===== config.mk =====
export PLATFORM = sky130hd
export DESIGN_NAME = piezo_tone_player
export DESIGN_NICKNAME = d
export VERILOG_FILES = /design/src/rtl/piezo_tone_player.sv
export SDC_FILE = /design/constraint.sdc
export NUM_CORES = 1
export LEC_CHECK = 0
export ABC_AREA = 1
export CAP_MARGIN = 30
export CORE_MARGIN = 5
export CORE_UTILIZATION = 33
export DETAILED_ROUTE_END_ITERATION = 12
export DONT_BUFFER_PORTS = 1
export GPL_TIMING_DRIVEN = 0
export PLACE_DENSITY = 0.46
export SLEW_MARGIN = 20
export SYNTH_ARGS = -nofsm -noshare
export SYNTH_HDL_FRONTEND = slang
export SYNTH_SLANG_ARGS = --single-unit

===== constraint.sdc =====
create_clock -name clk -period 2.28 [get_ports clk]
set_input_delay 0.456 -clock clk [delete_from_list [all_inputs] [get_ports clk]]
set_output_delay 0.456 -clock clk [all_outputs]
set_load 0.01 [all_outputs]

===== src/rtl/piezo_tone_player.sv =====
// rtl/piezo_tone_player.sv - fixed-length square-wave note burst on a judged Perfect hit
module piezo_tone_player #(
   parameter int unsigned DUR_MS    = 100,
   parameter int unsigned MIN_LIMIT = 2
) (
   input  logic        clk,
   input  logic        rst,
   input  logic        i_tick,
   input  logic [1:0]  i_judge,
   input  logic        i_play_en,
   input  logic [31:0] i_cnt_limit,
   output logic        o_piezo,
   output logic        o_busy,
   output logic        o_done
);

   typedef enum logic {IDLE, PLAY} state_t;

   localparam logic [15:0] DUR_INIT  = 16'(DUR_MS);
   localparam logic [31:0] MIN_LIM32 = 32'(MIN_LIMIT);

   state_t      state, state_d;
   logic [1:0]  judge_q;
   logic [31:0] lim_q, lim_d;
   logic [31:0] hp_cnt, hp_d;
   logic [15:0] ms_cnt, ms_d;
   logic        piezo_d, done_d;
   logic        trig;

   // A new Perfect edge with sound enabled and a usable pitch starts (or restarts) a note
   assign trig = (i_judge == 2'b11) && (judge_q != 2'b11) && i_play_en
                 && (i_cnt_limit >= MIN_LIM32);

   // Next-state and next-output decode; retrigger beats abort beats completion
   always_comb begin
      state_d = state;
      lim_d   = lim_q;
      hp_d    = hp_cnt;
      ms_d    = ms_cnt;
      piezo_d = o_piezo;
      done_d  = 1'b0;
      case (state)
         IDLE: begin
            piezo_d = 1'b0;
            if (trig) begin
               state_d = PLAY;
               lim_d   = i_cnt_limit;
               hp_d    = '0;
               ms_d    = DUR_INIT;
            end
         end
         PLAY: begin
            if (trig) begin
               lim_d   = i_cnt_limit;
               hp_d    = '0;
               ms_d    = DUR_INIT;
               piezo_d = 1'b0;
            end else if (!i_play_en) begin
               state_d = IDLE;
               piezo_d = 1'b0;
            end else if (i_tick && (ms_cnt == 16'd1)) begin
               state_d = IDLE;
               piezo_d = 1'b0;
               done_d  = 1'b1;
            end else begin
               if (i_tick) begin
                  ms_d = ms_cnt - 16'd1;
               end
               if (hp_cnt == lim_q - 32'd1) begin
                  hp_d    = '0;
                  piezo_d = ~o_piezo;
               end else begin
                  hp_d = hp_cnt + 32'd1;
               end
            end
         end
         default: begin
            state_d = IDLE;
            piezo_d = 1'b0;
         end
      endcase
   end

   // State and output registers; every output comes straight from a flop
   always_ff @(posedge clk) begin
      if (!rst) begin
         state   <= IDLE;
         judge_q <= 2'b00;
         lim_q   <= '0;
         hp_cnt  <= '0;
         ms_cnt  <= '0;
         o_piezo <= 1'b0;
         o_busy  <= 1'b0;
         o_done  <= 1'b0;
      end else begin
         state   <= state_d;
         judge_q <= i_judge;
         lim_q   <= lim_d;
         hp_cnt  <= hp_d;
         ms_cnt  <= ms_d;
         o_piezo <= piezo_d;
         o_busy  <= (state_d == PLAY);
         o_done  <= done_d;
      end
   end

endmodule


==> flow_results.xml <==
<?xml version="1.0" encoding="UTF-8"?>
<metrics>
  <group name="run_status">
    <metric name="outcome" unit="">finished with violations</metric>
    <metric name="violations" unit="">setup timing</metric>
  </group>
  <group name="finish">
    <metric name="multiInputGateArea" unit="um2">3850</metric>
    <metric name="fin_area" unit="um2">6840</metric>
    <metric name="drive_above_1_share" unit="">0.149</metric>
    <metric name="storage_cell_area" unit="um2">1710</metric>
    <metric name="nFillCells" unit="">1864</metric>
    <metric name="insertedDiodeCount" unit="">0</metric>
    <metric name="final_net_count" unit="">987</metric>
    <metric name="area_delta_synth_final" unit="%">20.3</metric>
  </group>
  <group name="floorplanning">
    <metric name="dieWidth" unit="um">141</metric>
    <metric name="fp.dieH" unit="um">141</metric>
    <metric name="ioPinCount" unit="">41</metric>
    <metric name="num_rows" unit="">48</metric>
    <metric name="core_area" unit="um2">17100</metric>
    <metric name="initial_utilization" unit="">0.332</metric>
    <metric name="design.die.area" unit="um2">20000</metric>
  </group>
  <group name="critical_path">
    <metric name="worstPathArrival" unit="ns">2.51</metric>
    <metric name="critical_setup_path_class" unit="">register to register</metric>
    <metric name="timing.critical_path.required" unit="ns">2.49</metric>
    <metric name="r2r_setup_slack" unit="ns">-0.02</metric>
    <metric name="crit_path_cell_trace" unit="">inv_2, ha_4, nand2_4, nor2_4, buf_6, nand3b_1, nand2_1, nand2_1, nand3b_1, nor2_2, nand3_4, buf_12, clkbuf_16, nand2_1, a21oi_1</metric>
    <metric name="critical_path.max_fanout" unit="">7</metric>
    <metric name="critical_path.slowest_cell" unit="">sky130_fd_sc_hd__dfxtp_2</metric>
    <metric name="cp_slowest_stage_delay" unit="ns">0.33</metric>
    <metric name="endpoint_kind" unit="">register</metric>
    <metric name="cp-start-kind" unit="">register</metric>
    <metric name="critical_path.most_common_cell" unit="">sky130_fd_sc_hd__nand2_1</metric>
  </group>
  <group name="synthesis">
    <metric name="synth_sequential_area_ratio" unit="">0.299</metric>
    <metric name="asyncSetResetFlopFracSynth" unit="">0</metric>
    <metric name="primary_ff_master_synth" unit="">sky130_fd_sc_hd__dfxtp_1</metric>
    <metric name="syn-cell-area" unit="um2">5690</metric>
    <metric name="synth.net_count" unit="">958</metric>
    <metric name="synth_area_per_cell" unit="um2">6.21</metric>
    <metric name="post_synth_num_cell_types" unit="">37</metric>
    <metric name="synth-seq-cells" unit="">85</metric>
    <metric name="synthesis.instances" unit="">916</metric>
    <metric name="synth_enable_flop_cells" unit="">0</metric>
    <metric name="yosysWarnings" unit="">0</metric>
  </group>
  <group name="timing">
    <metric name="rsz0062_at_grt" unit="">yes</metric>
    <metric name="timing_hold_violations_final" unit="">0</metric>
    <metric name="total_negative_slack_for_setup_checks" unit="ns">-0.0512</metric>
    <metric name="layout_min_cycle_time" unit="ns">2.30</metric>
    <metric name="maxSlewViolCount" unit="">0</metric>
    <metric name="setup_skew" unit="ns">0.00920</metric>
    <metric name="slew_headroom" unit="">0.552</metric>
    <metric name="fmax" unit="MHz">435</metric>
    <metric name="setup_slack" unit="ns">-0.0198</metric>
    <metric name="timing.final.crit_share" unit="">1.01</metric>
    <metric name="setup_viol_count_final" unit="">5</metric>
    <metric name="timing_worst_slew_pin_value" unit="ns">0.672</metric>
  </group>
  <group name="route">
    <metric name="drc" unit="">0</metric>
    <metric name="detail_route.wl_per_cell" unit="um">16.0</metric>
    <metric name="route.detailed.vias_per_inst" unit="">4.90</metric>
    <metric name="dr_total_vias" unit="">5753</metric>
    <metric name="antenna_violating_nets_post_route" unit="">0</metric>
    <metric name="drt_iter0_drc" unit="">354</metric>
    <metric name="firstDrtPassIters" unit="">5</metric>
    <metric name="routed_wirelength" unit="mm">18.8</metric>
  </group>
  <group name="flow_run">
    <metric name="cap_violations" unit="">0</metric>
  </group>
  <group name="cts">
    <metric name="cts-htree-levels" unit="">3</metric>
    <metric name="tritoncts" unit="">built</metric>
    <metric name="numClockSinks" unit="">85</metric>
    <metric name="worst_skew_pair.late_latency" unit="ns">0.36</metric>
    <metric name="tritoncts.num_buffers" unit="">9</metric>
    <metric name="worst_setup_hold_path_clk_slew" unit="ns">0.07</metric>
    <metric name="cts-root-to-sink-buffers" unit="">2</metric>
    <metric name="total_of_hold_buffers_inserted_after_clock_tree_synthesis" unit="">0</metric>
    <metric name="cts-root-buf" unit="">sky130_fd_sc_hd__clkbuf_16</metric>
  </group>
  <group name="pwr">
    <metric name="vdd.ir_drop.worst" unit="mV">0.398</metric>
    <metric name="cellPowerDensity" unit="nW/um2">616</metric>
    <metric name="leakagePower" unit="nW">2.70</metric>
  </group>
  <group name="global_route">
    <metric name="grt_max_degree" unit="">14</metric>
    <metric name="grt_remaining_overflow" unit="">0</metric>
    <metric name="grt_pass1_wl" unit="mm">29.4</metric>
    <metric name="grt_usage" unit="">0.188</metric>
    <metric name="grt-busiest-layer" unit="">met2</metric>
    <metric name="grt.met1_usage" unit="">0.242</metric>
    <metric name="grt_antenna_before_repair" unit="">0</metric>
    <metric name="first_global_vias" unit="">5466</metric>
    <metric name="grt.met2_usage" unit="">0.323</metric>
    <metric name="gr_layer_usage_met3" unit="">0.0317</metric>
  </group>
  <group name="placed_design">
    <metric name="buffer_ports.inserted" unit="">0</metric>
    <metric name="detailed_place.area" unit="um2">5970</metric>
    <metric name="routability_congestion_estimate_from_global_placement" unit="">0.892</metric>
    <metric name="hpwl" unit="mm">14.4</metric>
  </group>
  <group name="hold_path">
    <metric name="min-delay-path-class" unit="">input pin to register</metric>
  </group>
</metrics>
[cell usage in the layout (no fill, tap or decap), types with 17 or more instances in the layout]
cell                       count
sky130_fd_sc_hd__nand4_1      23
sky130_fd_sc_hd__inv_1        63
sky130_fd_sc_hd__nor2_1      179
sky130_fd_sc_hd__nand2_1     200
sky130_fd_sc_hd__a21oi_1      41
sky130_fd_sc_hd__nor2_2       17
sky130_fd_sc_hd__o21ai_0      47
sky130_fd_sc_hd__dfxtp_1      82
sky130_fd_sc_hd__xnor2_1      21
sky130_fd_sc_hd__xor2_1       44
sky130_fd_sc_hd__nand3_1      29
sky130_fd_sc_hd__clkbuf_1     27
[cells in the mapped netlist (11+ instances only)]
cell,number,share of area
sky130_fd_sc_hd__a21oi_1,55,0.048
sky130_fd_sc_hd__clkbuf_1,31,0.020
sky130_fd_sc_hd__dfxtp_1,85,0.30
sky130_fd_sc_hd__inv_1,66,0.044
sky130_fd_sc_hd__nand2_1,223,0.15
sky130_fd_sc_hd__nand3_1,39,0.034
sky130_fd_sc_hd__nand4_1,23,0.025
sky130_fd_sc_hd__nor2_1,190,0.13
sky130_fd_sc_hd__nor2_2,11,0.012
sky130_fd_sc_hd__nor3_1,16,0.014
sky130_fd_sc_hd__nor4_1,11,0.012
sky130_fd_sc_hd__o21ai_0,47,0.041
sky130_fd_sc_hd__xnor2_1,21,0.032
sky130_fd_sc_hd__xor2_1,44,0.068
[cells by family after synthesis]
logic type,share of synthesized area
simple gates,0.397
compound gates,0.113
fa+ha+maj,0.00880
buf+inv,0.0788
flops,0.299
xor+xnor,0.103
[repair_timing]
item,CTS,global route
gates resized for setup,26,76
setup endpoints to repair,44,69
gates cloned,2,2
pin swaps,5,14
setup buffers,7,7
[metrics by stage]
stage / hold WS (ns) / utilization / power (mW) / setup WS [ns] / instances
floorplan: 0.447 / - / 2.25 / 0.286 / 916
global placement: 0.477 / 0.349 / 2.45 / -0.313 / 1141
detailed placement: 0.471 / 0.349 / 2.45 / -0.342 / 1141
CTS: 0.188 / 0.378 / 4.23 / -0.0117 / 1165
global route: 0.200 / 0.400 / 4.44 / -0.150 / 1174
finish: 0.199 / 0.400 / 4.21 / -0.0198 / 1174
[flip-flops by register name, summed over array words and instances, names as in the netlist]
signal and flops:
judge_q 2, ms_cnt 16, o_piezo 1, hp_cnt 32, lim_q 32, state 1, o_done 1
[report_power, final]
group	switching (mW)	leakage [nW]	total (mW)	internal [mW]
Sequential	0.0673	0.692	1.60	1.54
Clock	0.642	0.156	1.71	1.07
Combinational	0.576	1.85	0.901	0.324
Total	1.29	2.70	4.21	2.93
[final timing paths]
path | startpoint | to | cells past startpoint
worst max register to register | lim_q[1]$_SDFFE_PN0P_ | hp_cnt[27]$_SDFFE_PN0P_ | 15
worst min-delay path | i_judge[0] | judge_q[0]$_SDFF_PN0_ | 2
worst min register to register | ms_cnt[1]$_SDFFE_PN0P_ | ms_cnt[1]$_SDFFE_PN0P_ | 2
worst max-delay path | lim_q[1]$_SDFFE_PN0P_ | hp_cnt[27]$_SDFFE_PN0P_ | 15
[worst max-delay path: cells and delay by family, from the launching register on]
| kind | cells | cell delay, ns |
|---|---|---|
| buffers and inverters | 4 | 0.55 |
| AO/OA/AOI/OAI | 1 | 0.06 |
| adder cells (fa/ha/maj) | 1 | 0.15 |
| AND/OR/NAND/NOR | 9 | 1.05 |
| flip-flops | 1 | 0.33 |
[area by class of cell]
cell class,count,share of cell area
sequential,85,0.249
inverter,71,0.0391
buffer,39,0.0300
timing repair buffer,18,0.0296
clock buffer,11,0.0340
multi-input combinational,721,0.563
clock inverter,4,0.0143
tap,225,0.0411
[routing by layer]
| layer | vias up | wire (um) |
|---|---|---|
| met5 | - | 0 |
| met4 | 0 | 376 |
| met3 | 21 | 615 |
| met2 | 82 | 9150 |
| met1 | 2657 | 8610 |
| li1 | 2993 | - |
(Power assumes the default switching activity.)
